<file path="src/rtl/i_tlc_if.sv">
// rtl/i_tlc_if.sv - Sensor and lamp bundle between the crossing controller and its environment
interface i_tlc_if;
    logic       sensor;
    logic [2:0] M;
    logic [2:0] S;

    modport master (
        input  sensor,
        output M,
        output S
    );

    modport slave (
        output sensor,
        input  M,
        input  S
    );
endinterface

</file>
<file path="src/rtl/i_tlc.sv">
// rtl/i_tlc.sv - Main/side road traffic-light controller; optional all-red clearance via ITLC_ALL_RED_EN
module i_tlc #(
    parameter int MAIN_MIN_GREEN = 4,
    parameter int YELLOW_TIME    = 3,
    parameter int SIDE_MAX_GREEN = 5,
    parameter int ALL_RED_TIME   = 1,
    parameter int TW             = 8
) (
    input  logic      clock,
    input  logic      reset,
    i_tlc_if.master   bus
);

    localparam int MAX_PARAM_A = (MAIN_MIN_GREEN > YELLOW_TIME) ? MAIN_MIN_GREEN : YELLOW_TIME;
    localparam int MAX_PARAM_B = (SIDE_MAX_GREEN > ALL_RED_TIME) ? SIDE_MAX_GREEN : ALL_RED_TIME;
    localparam int MAX_PARAM   = (MAX_PARAM_A > MAX_PARAM_B) ? MAX_PARAM_A : MAX_PARAM_B;

    if (MAIN_MIN_GREEN < 1 || YELLOW_TIME < 1 || SIDE_MAX_GREEN < 1 || ALL_RED_TIME < 1
        || (MAX_PARAM - 1) >= (2 ** TW)) begin : g_bad_param
        $error("i_tlc: timing parameter out of range for timer width");
    end

    localparam logic [TW-1:0] MG_LAST = TW'(MAIN_MIN_GREEN - 1);
    localparam logic [TW-1:0] Y_LAST  = TW'(YELLOW_TIME - 1);
    localparam logic [TW-1:0] SG_LAST = TW'(SIDE_MAX_GREEN - 1);
`ifdef ITLC_ALL_RED_EN
    localparam logic [TW-1:0] AR_LAST = TW'(ALL_RED_TIME - 1);
`endif

    localparam logic [2:0] LAMP_G = 3'b001;
    localparam logic [2:0] LAMP_Y = 3'b010;
    localparam logic [2:0] LAMP_R = 3'b100;

`ifdef ITLC_ALL_RED_EN
    typedef enum logic [2:0] {
        ST_MG  = 3'd0,
        ST_MY  = 3'd1,
        ST_SG  = 3'd2,
        ST_SY  = 3'd3,
        ST_AR1 = 3'd4,
        ST_AR2 = 3'd5
    } state_t;
`else
    typedef enum logic [2:0] {
        ST_MG  = 3'd0,
        ST_MY  = 3'd1,
        ST_SG  = 3'd2,
        ST_SY  = 3'd3
    } state_t;
`endif

    state_t        state_q;
    state_t        state_d;
    logic [TW-1:0] timer_q;

    // State register
    always_ff @(posedge clock or negedge reset) begin
        if (!reset) begin
            state_q <= ST_MG;
        end else begin
            state_q <= state_d;
        end
    end

    // Dwell timer: restarts at every state change and sticks at all-ones
    always_ff @(posedge clock or negedge reset) begin
        if (!reset) begin
            timer_q <= '0;
        end else if (state_d != state_q) begin
            timer_q <= '0;
        end else if (timer_q != {TW{1'b1}}) begin
            timer_q <= timer_q + 1'b1;
        end
    end

    // Next-state logic; sensor matters only in the two green states
    always_comb begin
        state_d = ST_MG;
        case (state_q)
            ST_MG: begin
                if (bus.sensor && (timer_q >= MG_LAST)) state_d = ST_MY;
                else                                      state_d = ST_MG;
            end
            ST_MY: begin
`ifdef ITLC_ALL_RED_EN
                state_d = (timer_q == Y_LAST) ? ST_AR1 : ST_MY;
`else
                state_d = (timer_q == Y_LAST) ? ST_SG : ST_MY;
`endif
            end
`ifdef ITLC_ALL_RED_EN
            ST_AR1: state_d = (timer_q == AR_LAST) ? ST_SG : ST_AR1;
            ST_AR2: state_d = (timer_q == AR_LAST) ? ST_MG : ST_AR2;
`endif
            ST_SG: begin
                // A vacated side road is only believed after the first green cycle
                if ((!bus.sensor && (timer_q != '0)) || (timer_q == SG_LAST)) state_d = ST_SY;
                else                                                             state_d = ST_SG;
            end
            ST_SY: begin
`ifdef ITLC_ALL_RED_EN
                state_d = (timer_q == Y_LAST) ? ST_AR2 : ST_SY;
`else
                state_d = (timer_q == Y_LAST) ? ST_MG : ST_SY;
`endif
            end
            default: state_d = ST_MG;
        endcase
    end

    // Lamp decode from registered state only; unknown encodings show all-red
    always_comb begin
        bus.M = LAMP_R;
        bus.S = LAMP_R;
        case (state_q)
            ST_MG: begin bus.M = LAMP_G; bus.S = LAMP_R; end
            ST_MY: begin bus.M = LAMP_Y; bus.S = LAMP_R; end
            ST_SG: begin bus.M = LAMP_R; bus.S = LAMP_G; end
            ST_SY: begin bus.M = LAMP_R; bus.S = LAMP_Y; end
            default: begin bus.M = LAMP_R; bus.S = LAMP_R; end
        endcase
    end

endmodule

</file>
<file path="src/flat_wrapper.sv">
// flat-port wrapper written by rule: the top's interface ports become plain ports
module i_tlc_flat 
#(
    parameter int MAIN_MIN_GREEN = 4,
    parameter int YELLOW_TIME    = 3,
    parameter int SIDE_MAX_GREEN = 5,
    parameter int ALL_RED_TIME   = 1,
    parameter int TW             = 8
)
  (clock, reset, bus_sensor, bus_M, bus_S);
  i_tlc_if bus_i ();
  input  logic clock;
  input  logic reset;
  input wire logic [$bits(bus_i.sensor)-1:0] bus_sensor;
  output wire logic [$bits(bus_i.M)-1:0] bus_M;
  output wire logic [$bits(bus_i.S)-1:0] bus_S;
  assign bus_i.sensor = bus_sensor;
  assign bus_M = bus_i.M;
  assign bus_S = bus_i.S;
  i_tlc #(.MAIN_MIN_GREEN(MAIN_MIN_GREEN), .YELLOW_TIME(YELLOW_TIME), .SIDE_MAX_GREEN(SIDE_MAX_GREEN), .ALL_RED_TIME(ALL_RED_TIME), .TW(TW)) u_core (.clock(clock), .reset(reset), .bus(bus_i));
endmodule
</file>
<file path="config.mk">
export PLATFORM = sky130hd
export DESIGN_NAME = i_tlc_flat
export DESIGN_NICKNAME = d
export VERILOG_FILES = /design/src/rtl/i_tlc_if.sv /design/src/rtl/i_tlc.sv /design/src/flat_wrapper.sv
export SDC_FILE = /design/constraint.sdc
export NUM_CORES = 1
export LEC_CHECK = 0
export CAP_MARGIN = 10
export CORE_MARGIN = 2
export CORE_UTILIZATION = 40
export DETAILED_ROUTE_END_ITERATION = 10
export MAX_ROUTING_LAYER = met4
export PLACE_DENSITY = 0.62
export SETUP_SLACK_MARGIN = 0.2
export SYNTH_ARGS = -nofsm -noshare
export SYNTH_HDL_FRONTEND = slang
export SYNTH_SLANG_ARGS = --single-unit
</file>
<file path="constraint.sdc">
create_clock -name clock -period 1.69 [get_ports clock]
set_input_delay 0.169 -clock clock [delete_from_list [all_inputs] [get_ports clock]]
set_output_delay 0.169 -clock clock [all_outputs]
set_load 0.01 [all_outputs]
</file>
After elaboration in Yosys (flattened, before gate mapping). Index checks and enable logic that the tools add are counted. Widths: inputs -> output; s select.

Register bits: 11. Bits of input ports: 3. Word-level logic and storage cells: 27. Output and inout bits: 6.

Magnitude comparators: 1. Reductions and logical operators: 7. Equal/unequal tests: 7. $add $sub $neg: 1. Mux-type cells: 9.

Operator list (count): $mux 8 (2); $pmux 3 s2 (2); $pmux 3 s4 (1); $add 8x1->8 const B (1); $eq 8x2->1 const B (1); $eq 8x3->1 const B (1); $ge 8x2->1 const B (1); $ne 8x8->1 const B (1); $reduce_bool 8->1 (1); $eq 3x2->1 const B (2); $mux 2 (2); $eq 3x1->1 const B (1); $logic_not 3->1 (1); $ne 3x3->1 (1); $logic_and 1x1->1 (2); $mux 1 (2); $reduce_bool 2->1 (1); $logic_not 1->1 (1); $logic_or 1x1->1 (1).

Longest topological paths before layout. Gate-level depths: netlist of the first run.

Depth after elaboration: 7. Depth in mapped cells: 6. Depth with buffers taken out: 6.

Worst setup path after synthesis of the first run. OpenSTA, ideal clock, no wires.

Path kind: register -> register. From: reg u_core.timer_q[1]. To: reg u_core.timer_q[3]. Cell stages (with the launch flop): 6. Path buffers: 0. Required time: 1.583 ns. Arrival time: 1.450 ns. Setup slack: 0.133 ns. Path through: dfrtp_1 -> ha_1 -> nor4_4 -> a211o_2 -> nand2_4 -> a2111oi_4.

Word-level cells in the longest chain between the ends: 7. Elaborated cells on any way between the ends: 18. Those cells by class: add/sub (1); order compare (1); eq/ne (4); mux (7); reduce/logical (5).

Ends and longest elaborated chain: from (decl) (line i_tlc.sv:54) `logic [TW-1:0] timer_q;`; from (signal assigned) (line i_tlc.sv:72) `timer_q <= timer_q + 1'b1;`; branches (longest 7 deep; another with $ge 8x2->1).

Parallel ways; which one is timed is not known. The select of a mux whose other input is x is not followed. A chain may end at the register's enable or synchronous reset.

Final worst setup path of the first run.
From: reg u_core.timer_q[0]. To: reg u_core.timer_q[5].

The elaborated chain is that of the path after synthesis.

==> results of run 1 <==
## where the power goes
group / switching [mW] / leakage [nW] / internal, mW / total (mW)
clock: 0.0997 / 0.0210 / 0.131 / 0.231
combinational: 0.422 / 0.259 / 0.522 / 0.944
sequential: 0.145 / 0.120 / 0.332 / 0.477
total: 0.667 / 0.400 / 0.985 / 1.65
## worst max-delay path by stage
stage	slack [ns]	start	endpoint
CTS	0.15	u_core.timer_q[4]	u_core.timer_q[5]
floorplan	0.21	u_core.timer_q[1]	u_core.timer_q[5]
global route	0.1	u_core.timer_q[0]	u_core.timer_q[5]
detailed placement	0.05	u_core.timer_q[1]	u_core.timer_q[5]
finish	0.16	u_core.timer_q[0]	u_core.timer_q[5]
global placement	0.13	u_core.timer_q[1]	u_core.timer_q[5]
## worst register-to-register path, delay by kind of cell, from the launching register on
kind / cells / cell delay (ns)
DFF: 1 / 0.44
AOI/OAI and AO/OA: 1 / 0.20
adders and majority gates: 1 / 0.21
and+or+nand+nor: 3 / 0.59
## cells in the mapped netlist, types with 2 or more instances
library cell	n	area share (%)
a21oi_1	2	1.4
dfrtp_1	10	35
mux2i_1	2	2.8
nor2_1	7	3.7
a31oi_1	2	1.8
nor3_1	4	2.8
nand2_1	2	1.1
nand2b_1	3	2.7
nand3_1	3	2.1
nor4_2	2	3.5
xnor2_1	2	2.5
nand4_1	4	3.5
inv_1	4	2.1
ha_1	3	5.3
## sequential cells by signal (all words and copies together), names as in the netlist
name / count
u_core.timer_q: 8
u_core.state_q: 2
## through the flow
stage / area, sq um / util [%] / instances
6_report: 964.7 / 57.11 / 108
5_1_grt: 964.7 / 57.11 / 108
4_1_cts: 947.2 / 56.07 / 106
3_5_place_dp: 799.5 / 47.33 / 92
3_3_place_gp: 799.5 / 47.33 / 92
2_1_floorplan: 718.2 / - / 70
## metal layers
| layer | wire (microns) | track usage, % | part of all wire (%) | vias to the layer above |
|---|---|---|---|---|
| met2 | 853 | 29.17 | 51 | 13 |
| met3 | 50 | 2.381 | 3.0 | 4 |
| met5 | 0 | - | 0 | - |
| li1 | - | - | - | 297 |
| met1 | 727 | 23.97 | 44 | 304 |
| met4 | 27 | 10.29 | 1.6 | 0 |
## what timing repair did
action	CTS	global route
pin swaps	6	3
cloned	0	0
setup buffers	10	2
endpoints found under the setup margin	14	9
gates resized for setup	14	2
## kinds of logic after synthesis
logic type	synth area share, %
adder cells (fa/ha/maj)	5.320
buffers and inverters	6.027
multiplexers	2.837
AND/OR/NAND/NOR	33.69
AO/OA/AOI/OAI	14.18
flip-flops	35.46
XOR/XNOR	2.483
## final cells by class
class	instances	area [sq um]	share of cell area (%)
tap	17	21.27	2.205
timing repair buffer	21	187.7	19.46
inverter	4	15.01	1.556
clock buffer	4	36.28	3.761
sequential	10	256.5	26.59
multi-input combinational	52	447.9	46.43
==> summary.md, run 1 <==
| Metric | Value |
|---|---|
| Post-Route Setup TNS | `0 ns` |
| Initial Utilization | `41.78%` |
| Delay-heaviest family, CP | `simple AND/OR/NAND/NOR gates` |
| Commonest non-fill, non-tap cell in the layout | `buf_4` |
| Post-Synthesis Cells | `70` |
| Share of layout cells above drive strength 1 | `42.86%` |
| DR iter-0 viols | `22` |
| Final count of negative-setup-slack endpoints | `0` |
| P_leak | `0.4002 nW` |
| ANT cells | `0` |
| Die Ht | `46 microns` |
| Crit Path Class | `flop to flop` |
| DR WL/cell | `15.35 microns` |
| WL final | `1658 microns` |
| F_max | `652.6 MHz` |
| Critical path depth | `5` |
| Pre-antenna DRT Iters | `4` |
| Slowest cell delay on critical path | `0.44 ns` |
| Vias per cell | `5.722` |
| CTS clk-pin slew, worst paths | `0.08 ns` |
| Worst Setup Slack, final | `0.1577 ns` |
| Status | `completed` |
| H-tree lvl count | `1` |
| Num CTS Buffers | `3` |
| Crit share post-route | `90.67%` |
| Async set-reset flop share out of synthesis | `100.0%` |
| Worst-Margin Slew | `0.4555 ns` |
| Crit Reg-Reg Endpoint | `u_core.timer_q[5]` |
| Routability Congestion | `0.7429` |
| Row Count | `15` |
| Syn_area_per_cell | `10.08 sq um` |
| Clk_lat worst skew | `0.28 ns` |
| Required time of the critical path | `1.87 ns` |
| EDFF count, synth | `0` |
| Commonest non-fill, non-tap cells in the layout | `11 x buf_4, 6 x nor2_1, 5 x dlygate4sd2_1, 5 x dfrtp_1, 5 x dfrtp_2` |
| CTS max path bufs | `2` |
| WHS | `0.2020 ns` |
| Vias in the first global route | `609` |
| Final slew viol count | `0` |
| Post-synth top flop | `dfrtp_1` |
| Synth-to-layout area growth | `36.70%` |
| Die extent in x | `46 microns` |
| Total power draw | `1.652 mW` |
| Layout Nets | `98` |
| Routed Antenna Nets | `0` |
| Pre-CTS WS | `0.05494 ns` |
| First-pass GRT wire length | `2746 microns` |
| Max Clock Skew | `0.004978 ns` |
| Peak supply drop | `0.0008839 V` |
| Sequential area share after synthesis | `35.46%` |
| Startpoint Class | `flop` |
| Largest net degree at the start of global routing | `11` |
| Slowest-stage cell, CP | `dfrtp_1` |
| Flop-to-flop setup slack | `0.16 ns` |
| DRC | `0` |
| Root Driver | `clkbuf_4` |
| CP Buf/Inv Count | `0` |
| Synth cell types | `34` |
| CTS Sinks | `10` |
| Launch point of the worst reg-to-reg path | `u_core.timer_q[0]` |
| Number of port buffers | `8` |
| TritonCTS clock tree | `built` |
| Hold-fix buffers at CTS | `0` |
| Final Hold Violating Endpoints | `0` |
| RSZ-0062 raised after global routing | `true` |
| Via Count | `618` |
| Post-layout min period | `1.532 ns` |
| Post-synthesis cell area | `705.7 sq um` |
| Total global routing overflow | `0` |
| Die ar. | `2116 sq um` |
| Crit Path Max Fanout | `7` |
| DP HPWL | `1020 microns` |
| #FFs+latches synth | `10` |
| Yosys Warn Count | `0` |
| Depth of the worst register-to-register path | `5` |
| Antenna violations before repair | `0` |
| CP arrival | `1.72 ns` |
| Net count after synthesis | `76` |
| Maxcap violations | `0` |
| Total track usage | `19.00%` |
| CP Capture Type | `flop` |
| CORE AREA | `1689 sq um` |
| CP most frequent cell | `nor4_4` |
| Power Density | `1713 nW/um^2` |
| Layout fillers | `146` |
| Worst hold path class | `input port to asynchronous set/reset pin` |
| Cell chain of the critical path | `ha_4 > nor4_4 > a211o_2 > nand2_4 > nor4_4` |
| Worst rel slew slack | `69.54%` |
| I/O Pins | `9` |
No activity file was read; power rests on OpenSTA's default activity.
==> run 2: changes to the inputs <==
--- a/config.mk
+++ b/config.mk
@@ -6,11 +6,10 @@
 export NUM_CORES = 1
 export LEC_CHECK = 0
 export CAP_MARGIN = 10
-export CORE_MARGIN = 2
 export CORE_UTILIZATION = 40
 export DETAILED_ROUTE_END_ITERATION = 10
 export MAX_ROUTING_LAYER = met4
-export PLACE_DENSITY = 0.62
+export PLACE_DENSITY_LB_ADDON = 0.25
 export SETUP_SLACK_MARGIN = 0.2
 export SYNTH_ARGS = -nofsm -noshare
 export SYNTH_HDL_FRONTEND = slang
==> run 2 against run 1 <==
Power shrank 0.78%. Final cell count grew 1.9%. Clock skew shrank 0.0021 ns. First-iteration DRC count shrank 41%.
==> summary.md, run 2 (synthesis results as in run 1) <==
| Metric | Value |
|---|---|
| Via Count | `634 (was 618)` |
| Placed Area | `798.3 sq um (was 799.5 sq um)` |
| DR iter-0 viols | `13 (was 22)` |
| F_max | `649.6 MHz (was 652.6 MHz)` |
| RSZ-0062 raised after global routing | `true (unchanged)` |
| Internal power | `977.3 uW (was 985.3 uW)` |
| Routability Congestion | `0.7749 (was 0.7429)` |
| Comb pwr share | `57.2% (about the same)` |
| Worst Setup Slack, final | `0.1507 ns (was 0.1577 ns)` |
| Clock Power Share | `13.7% (was 14.0%)` |
| Die Ht | `44 microns (was 46 microns)` |
| P_sw | `662.1 uW (was 667.0 uW)` |
| Crit Path Max Fanout | `7 (unchanged)` |
| Final Cell Area | `994.7 sq um (was 964.7 sq um)` |
| Pre-antenna DRT Iters | `4 (unchanged)` |
| Share of layout cells above drive strength 1 | `45.74% (was 42.86%)` |
| Final Hold Violating Endpoints | `0 (unchanged)` |
| CTS max path bufs | `2 (unchanged)` |
| Largest regs | `u_core.timer_q (8), u_core.state_q (2) (unchanged)` |
| Crit Path Class | `flop to flop (unchanged)` |
| First-pass GRT wire length | `2670 microns (was 2746 microns)` |
| Register Area | `256.5 sq um (unchanged)` |
| CTS Sinks | `10 (unchanged)` |
| Root Driver | `clkbuf_4 (unchanged)` |
| Final slew viol count | `0 (unchanged)` |
| Final count of negative-setup-slack endpoints | `0 (unchanged)` |
| CORE AREA | `1577 sq um (was 1689 sq um)` |
| I/O Pins | `9 (unchanged)` |
| CP arrival | `1.72 ns (about the same)` |
| Switching Share | `40.39% (was 40.37%)` |
| Startpoint Class | `flop (unchanged)` |
| Initial Utilization | `44.76% (was 41.78%)` |
| Number of port buffers | `8 (unchanged)` |
| Util after Layout | `63.10% (was 57.11%)` |
| Peak supply drop | `0.0009197 V (was 0.0008839 V)` |
| Total track usage | `20.34% (was 19.00%)` |
| Layout fillers | `123 (was 146)` |
| H-tree lvl count | `1 (unchanged)` |
| Antenna violations before repair | `0 (unchanged)` |
| Worst hold path class | `input port to asynchronous set/reset pin (unchanged)` |
| CP Capture Type | `flop (unchanged)` |
| Post-Layout Cell Count | `110 (was 108)` |
| Vias in the first global route | `574 (was 609)` |
| Max Clock Skew | `0.002906 ns (was 0.004978 ns)` |
| DRC | `0 (unchanged)` |
| DR WL/cell | `15.45 microns (was 15.35 microns)` |
| Sequential Power Share | `29.2% (was 28.9%)` |
| Total power draw | `1.639 mW (was 1.652 mW)` |
| Commonest non-fill, non-tap cell in the layout | `buf_4 (unchanged)` |
| Layout Nets | `101 (was 98)` |
| WL final | `1700 microns (was 1658 microns)` |
| Commonest non-fill, non-tap cells in the layout | `14 x buf_4, 6 x nor2_1, 5 x dfrtp_1, 5 x dfrtp_2 (was 11 x buf_4, 6 x nor2_1, 5 x dlygate4sd2_1, 5 x dfrtp_1, 5 x dfrtp_2)` |
| Crit share post-route | `91.09% (was 90.67%)` |
| Power Density | `1648 nW/um^2 (was 1713 nW/um^2)` |
| Pre-CTS WS | `0.1021 ns (was 0.05494 ns)` |
| Largest net degree at the start of global routing | `11 (unchanged)` |
| Worst rel slew slack | `70.02% (was 69.54%)` |
| Vias per cell | `5.764 (was 5.722)` |
| Row Count | `14 (was 15)` |
| Status | `completed (unchanged)` |
| Required time of the critical path | `1.87 ns (about the same)` |
| Cells after DPL | `91 (was 92)` |
| Worst-Margin Slew | `0.4483 ns (was 0.4555 ns)` |
| TritonCTS clock tree | `built (unchanged)` |
| Die extent in x | `44 microns (was 46 microns)` |
| Post-layout min period | `1.539 ns (was 1.532 ns)` |
| Routed Antenna Nets | `0 (unchanged)` |
| Synth-to-layout area growth | `40.96% (was 36.70%)` |
| ANT cells | `0 (unchanged)` |
| DP HPWL | `992.7 microns (was 1020 microns)` |
| Num CTS Buffers | `3 (unchanged)` |
| Die ar. | `1936 sq um (was 2116 sq um)` |
| Post-Route Setup TNS | `0 ns (unchanged)` |
| Clk_lat worst skew | `0.27 ns (was 0.28 ns)` |
| CTS clk-pin slew, worst paths | `0.08 ns (about the same)` |
| Max FFs per register | `8 (unchanged)` |
| P_leak | `0.4171 nW (was 0.4002 nW)` |
| Total global routing overflow | `0 (unchanged)` |
| Area taken by multi-input logic gates | `455.4 sq um (was 447.9 sq um)` |
| Largest Register | `u_core.timer_q (unchanged)` |
| WHS | `0.2104 ns (was 0.2020 ns)` |
| Maxcap violations | `0 (unchanged)` |
run 2: cell count changes in the layout (fill, tap and decap cells not counted), sizes merged:
cell | previous run | this run
buf | 13 | 16
dlygate4sd2 | 5 | 4
clkdlybuf4s15 | 0 | 1
run 2: worst paths after layout:
| kind | startpoint | cells past startpoint | slack (ns) | end |
|---|---|---|---|---|
| max reg2reg | u_core.timer_q[1] | 5 | 0.15 | u_core.timer_q[5] |
| max in group asynchronous | reset | 1 | 1.15 | u_core.timer_q[6] |
| min in group clock | u_core.timer_q[4] | 2 | 0.63 | u_core.timer_q[4] |
| max | u_core.timer_q[1] | 5 | 0.15 | u_core.timer_q[5] |
| min reg2reg | u_core.timer_q[4] | 2 | 0.63 | u_core.timer_q[4] |
| min | reset | 1 | 0.21 | u_core.timer_q[4] |
run 2: final cells by class:
cell class              instances  share of cell area [%]
multi-input cells              52                   45.79
flip-flops and latches         10                   25.79
repair buffers                 24                   21.26
clock buffers                   4                   3.648
well taps                      16                   2.013
inverters                       4                   1.509
run 2: power by group through the flow:
stage | registers (mW) | logic [mW] | clock network, mW
after global placement | 0.465 | 0.738 | 0
final | 0.478 | 0.937 | 0.224
after detailed placement | 0.469 | 0.741 | 0
after floorplan | 0.407 | 0.593 | 0
after global routing | 0.493 | 1.01 | 0.236
after CTS | 0.468 | 0.861 | 0.232
run 2: worst max-delay path: stages (launching register included):
cell     delay (ns)
dfrtp_2        0.45
ha_4           0.19
nor4_4         0.24
a211o_2        0.21
nand2_4        0.10
nor4_2         0.25
run 2: layer usage:
layer  up-vias  wire, microns  global-route usage (%)
li1        299              -                       -
met1       319            730                   24.87
met2        12            891                   31.47
met3         4             44                   2.500
met4         0             33                   12.73
met5         -              0                       -
run 2: repair_timing:
item | 4_1_cts | 5_1_grt
hold buffers | 0 | 0
gates resized for setup | 14 | 6
setup buffers | 12 | 3
pin swaps | 5 | 4
setup endpoints to repair | 14 | 10
==> run 3: changes to the inputs <==
--- a/config.mk
+++ b/config.mk
@@ -7,7 +7,9 @@
 export LEC_CHECK = 0
 export CAP_MARGIN = 10
 export CORE_UTILIZATION = 40
+export CTS_CLUSTER_SIZE = 10
 export DETAILED_ROUTE_END_ITERATION = 10
+export GPL_TIMING_DRIVEN = 0
 export MAX_ROUTING_LAYER = met4
 export PLACE_DENSITY_LB_ADDON = 0.25
 export SETUP_SLACK_MARGIN = 0.2
==> run 3 against run 2 <==
Register-to-register slack about the same. Flip-flop and latch count unchanged. Core utilization fell by 4.1 points. Routed wire length shrank 14%. Largest cell class unchanged. Sequential share of layout area is 1.5 points higher. Power shrank 8.2%. Sequential power shrank 10%. Via count fell by 8.8%. Count of clock-buffer cells in the layout fell by 1. Fmax increased by 0.28%.
==> summary.md, run 3 (synthesis results as in run 1) <==
| Metric | Value |
|---|---|
| Critical path depth | `5 (unchanged)` |
| Comb pwr share | `60.5% (was 57.2%)` |
| Row Count | `14 (unchanged)` |
| Worst rel slew slack | `69.59% (was 70.02%)` |
| Switching Share | `40.53% (was 40.39%)` |
| CP arrival | `1.71 ns (was 1.72 ns)` |
| WL final | `1465 microns (was 1700 microns)` |
| Vias in the first global route | `587 (was 574)` |
| Share of layout cells above drive strength 1 | `35.96% (was 45.74%)` |
| Routability Congestion | `0.7720 (was 0.7749)` |
| Commonest non-fill, non-tap cell in the layout | `buf_4 (unchanged)` |
| H-tree lvl count | `1 (unchanged)` |
| Maxcap violations | `0 (unchanged)` |
| Total global routing overflow | `0 (unchanged)` |
| Util after Layout | `58.97% (was 63.10%)` |
| Power Density | `1619 nW/um^2 (was 1648 nW/um^2)` |
| TritonCTS clock tree | `built (unchanged)` |
| DP HPWL | `991.5 microns (was 992.7 microns)` |
| Crit path to | `u_core.timer_q[5] (unchanged)` |
| Total track usage | `18.94% (was 20.34%)` |
| Routed Antenna Nets | `0 (unchanged)` |
| CP most frequent cell | `nor4_4` |
| DR iter-0 viols | `12 (was 13)` |
| CP Buf/Inv Count | `0 (unchanged)` |
| P_sw | `610.1 uW (was 662.1 uW)` |
| Crit share post-route | `90.83% (was 91.09%)` |
| CORE AREA | `1577 sq um (unchanged)` |
| I/O Pins | `9 (unchanged)` |
| Flop-to-flop setup slack | `0.16 ns (was 0.15 ns)` |
| Die Ht | `44 microns (unchanged)` |
| Crit Path Max Fanout | `7 (unchanged)` |
| Hold-fix buffers at CTS | `0 (unchanged)` |
| ANT cells | `0 (unchanged)` |
| Post-Route Setup TNS | `0 ns (unchanged)` |
| WHS | `0.2169 ns (was 0.2104 ns)` |
| Post-layout min period | `1.535 ns (was 1.539 ns)` |
| Slowest-stage cell, CP | `dfrtp_2 (unchanged)` |
| Num CTS Buffers | `3 (unchanged)` |
| Max FFs per register | `8 (unchanged)` |
| Worst hold path class | `input port to asynchronous set/reset pin (unchanged)` |
| Critical path startpoint | `u_core.timer_q[1] (unchanged)` |
| Antenna violations before repair | `0 (unchanged)` |
| Peak supply drop | `0.0008321 V (was 0.0009197 V)` |
| Worst-Margin Slew | `0.4548 ns (was 0.4483 ns)` |
| First-pass GRT wire length | `2518 microns (was 2670 microns)` |
| F_max | `651.5 MHz (was 649.6 MHz)` |
| DR WL/cell | `13.95 microns (was 15.45 microns)` |
| Final slew viol count | `0 (unchanged)` |
| Sequential Power Share | `28.4% (was 29.2%)` |
| Required time of the critical path | `1.87 ns (about the same)` |
| Final Hold Violating Endpoints | `0 (unchanged)` |
| Post-Layout Cell Count | `105 (was 110)` |
| Cells after DPL | `94 (was 91)` |
| Die ar. | `1936 sq um (unchanged)` |
| CTS clk-pin slew, worst paths | `0.07 ns (was 0.08 ns)` |
| P_leak | `0.3976 nW (was 0.4171 nW)` |
| Number of port buffers | `8 (unchanged)` |
| Cell chain of the critical path | `ha_4 > nor4_4 > a211o_2 > nand2_4 > nor4_4 (was ha_4 > nor4_4 > a211o_2 > nand2_4 > nor4_2)` |
| Status | `completed (unchanged)` |
| Clock Power Share | `11.1% (was 13.7%)` |
| Vias per cell | `5.505 (was 5.764)` |
| Crit Path Class | `flop to flop (unchanged)` |
| Largest regs | `u_core.timer_q (8), u_core.state_q (2) (unchanged)` |
| Largest Register | `u_core.timer_q (unchanged)` |
| Synth-to-layout area growth | `31.74% (was 40.96%)` |
| Delay-heaviest family, CP | `simple AND/OR/NAND/NOR gates (unchanged)` |
| Final count of negative-setup-slack endpoints | `0 (unchanged)` |
| Launch point of the worst reg-to-reg path | `u_core.timer_q[1] (unchanged)` |
| Root Driver | `clkbuf_4 (unchanged)` |
| Pre-antenna DRT Iters | `2 (was 4)` |
| Startpoint Class | `flop (unchanged)` |
| Initial Utilization | `44.76% (unchanged)` |
| Via Count | `578 (was 634)` |
| Clk_lat worst skew | `0.26 ns (was 0.27 ns)` |
| RSZ-0062 raised after global routing | `true (unchanged)` |
| CP Capture Type | `flop (unchanged)` |
| Layout Nets | `97 (was 101)` |
| Crit Reg-Reg Endpoint | `u_core.timer_q[5] (unchanged)` |
| Largest net degree at the start of global routing | `11 (unchanged)` |
| Internal power | `895.2 uW (was 977.3 uW)` |
| Die extent in x | `44 microns (unchanged)` |
| Slowest cell delay on critical path | `0.45 ns (about the same)` |
| Commonest non-fill, non-tap cells in the layout | `8 x buf_4, 7 x dfrtp_1, 6 x nor2_1 (was 14 x buf_4, 6 x nor2_1, 5 x dfrtp_1, 5 x dfrtp_2)` |
| DRC | `0 (unchanged)` |
| CTS max path bufs | `2 (unchanged)` |
| Depth of the worst register-to-register path | `5 (unchanged)` |
| CTS Sinks | `10 (unchanged)` |
| Total power draw | `1.505 mW (was 1.639 mW)` |
| Max Clock Skew | `0.0002399 ns (was 0.002906 ns)` |
==> run 3: power by group through the flow <==
stage	logic, mW	registers (mW)	clock network, mW
2_1_floorplan	0.593	0.407	0
3_3_place_gp	0.804	0.426	0
3_5_place_dp	0.817	0.429	0
4_1_cts	0.885	0.426	0.169
5_1_grt	0.999	0.442	0.187
6_report	0.910	0.428	0.167
==> run 3: what timing repair did <==
action | CTS | global route
pin swaps | 7 | 1
gates resized for setup | 10 | 2
setup endpoints to repair | 15 | 9
setup buffers | 7 | 1
==> run 3: routing by layer <==
metal	track usage (%)	part of all wire, %
met1	21.82	44
met2	30.00	52
met3	3.750	2.1
met4	11.52	1.0
met5	-	0
==> run 3: cell type report <==
type	instances	area (sq um)
well taps	16	20.02
plain buffers	4	27.53
inverters	4	15.01
repair buffers	16	148.9
multi-input cells	52	441.7
clock buffers	3	22.52
fillers	137	646.9
flip-flops and latches	10	254.0
==> run 3: worst min path at each step <==
stage	to	from	slack, ns	cells past startpoint
CTS	u_core.timer_q[4]	reset	0.24	1
detailed placement	u_core.timer_q[6]	reset	0.52	1
global placement	u_core.timer_q[6]	reset	0.52	1
global route	u_core.timer_q[6]	reset	0.26	1
finish	u_core.timer_q[4]	reset	0.22	1
floorplan	u_core.state_q[0]	reset	-0.13	0
==> run 3: worst reg2reg max path: cells and delay by family (launching register included) <==
kind,cells,cell delay (ns)
flip-flops,1,0.45
AO/OA/AOI/OAI,1,0.20
AND/OR/NAND/NOR,3,0.61
adder cells (fa/ha/maj),1,0.19
==> run 3: metrics by stage <==
step | setup WS [ns] | instance area [sq um]
final | 0.1550 | 929.6
after global routing | 0.07127 | 929.6
after CTS | 0.1534 | 910.9
after detailed placement | 0.06471 | 818.3
after global placement | 0.1041 | 818.3
after floorplan | 0.2115 | 718.2
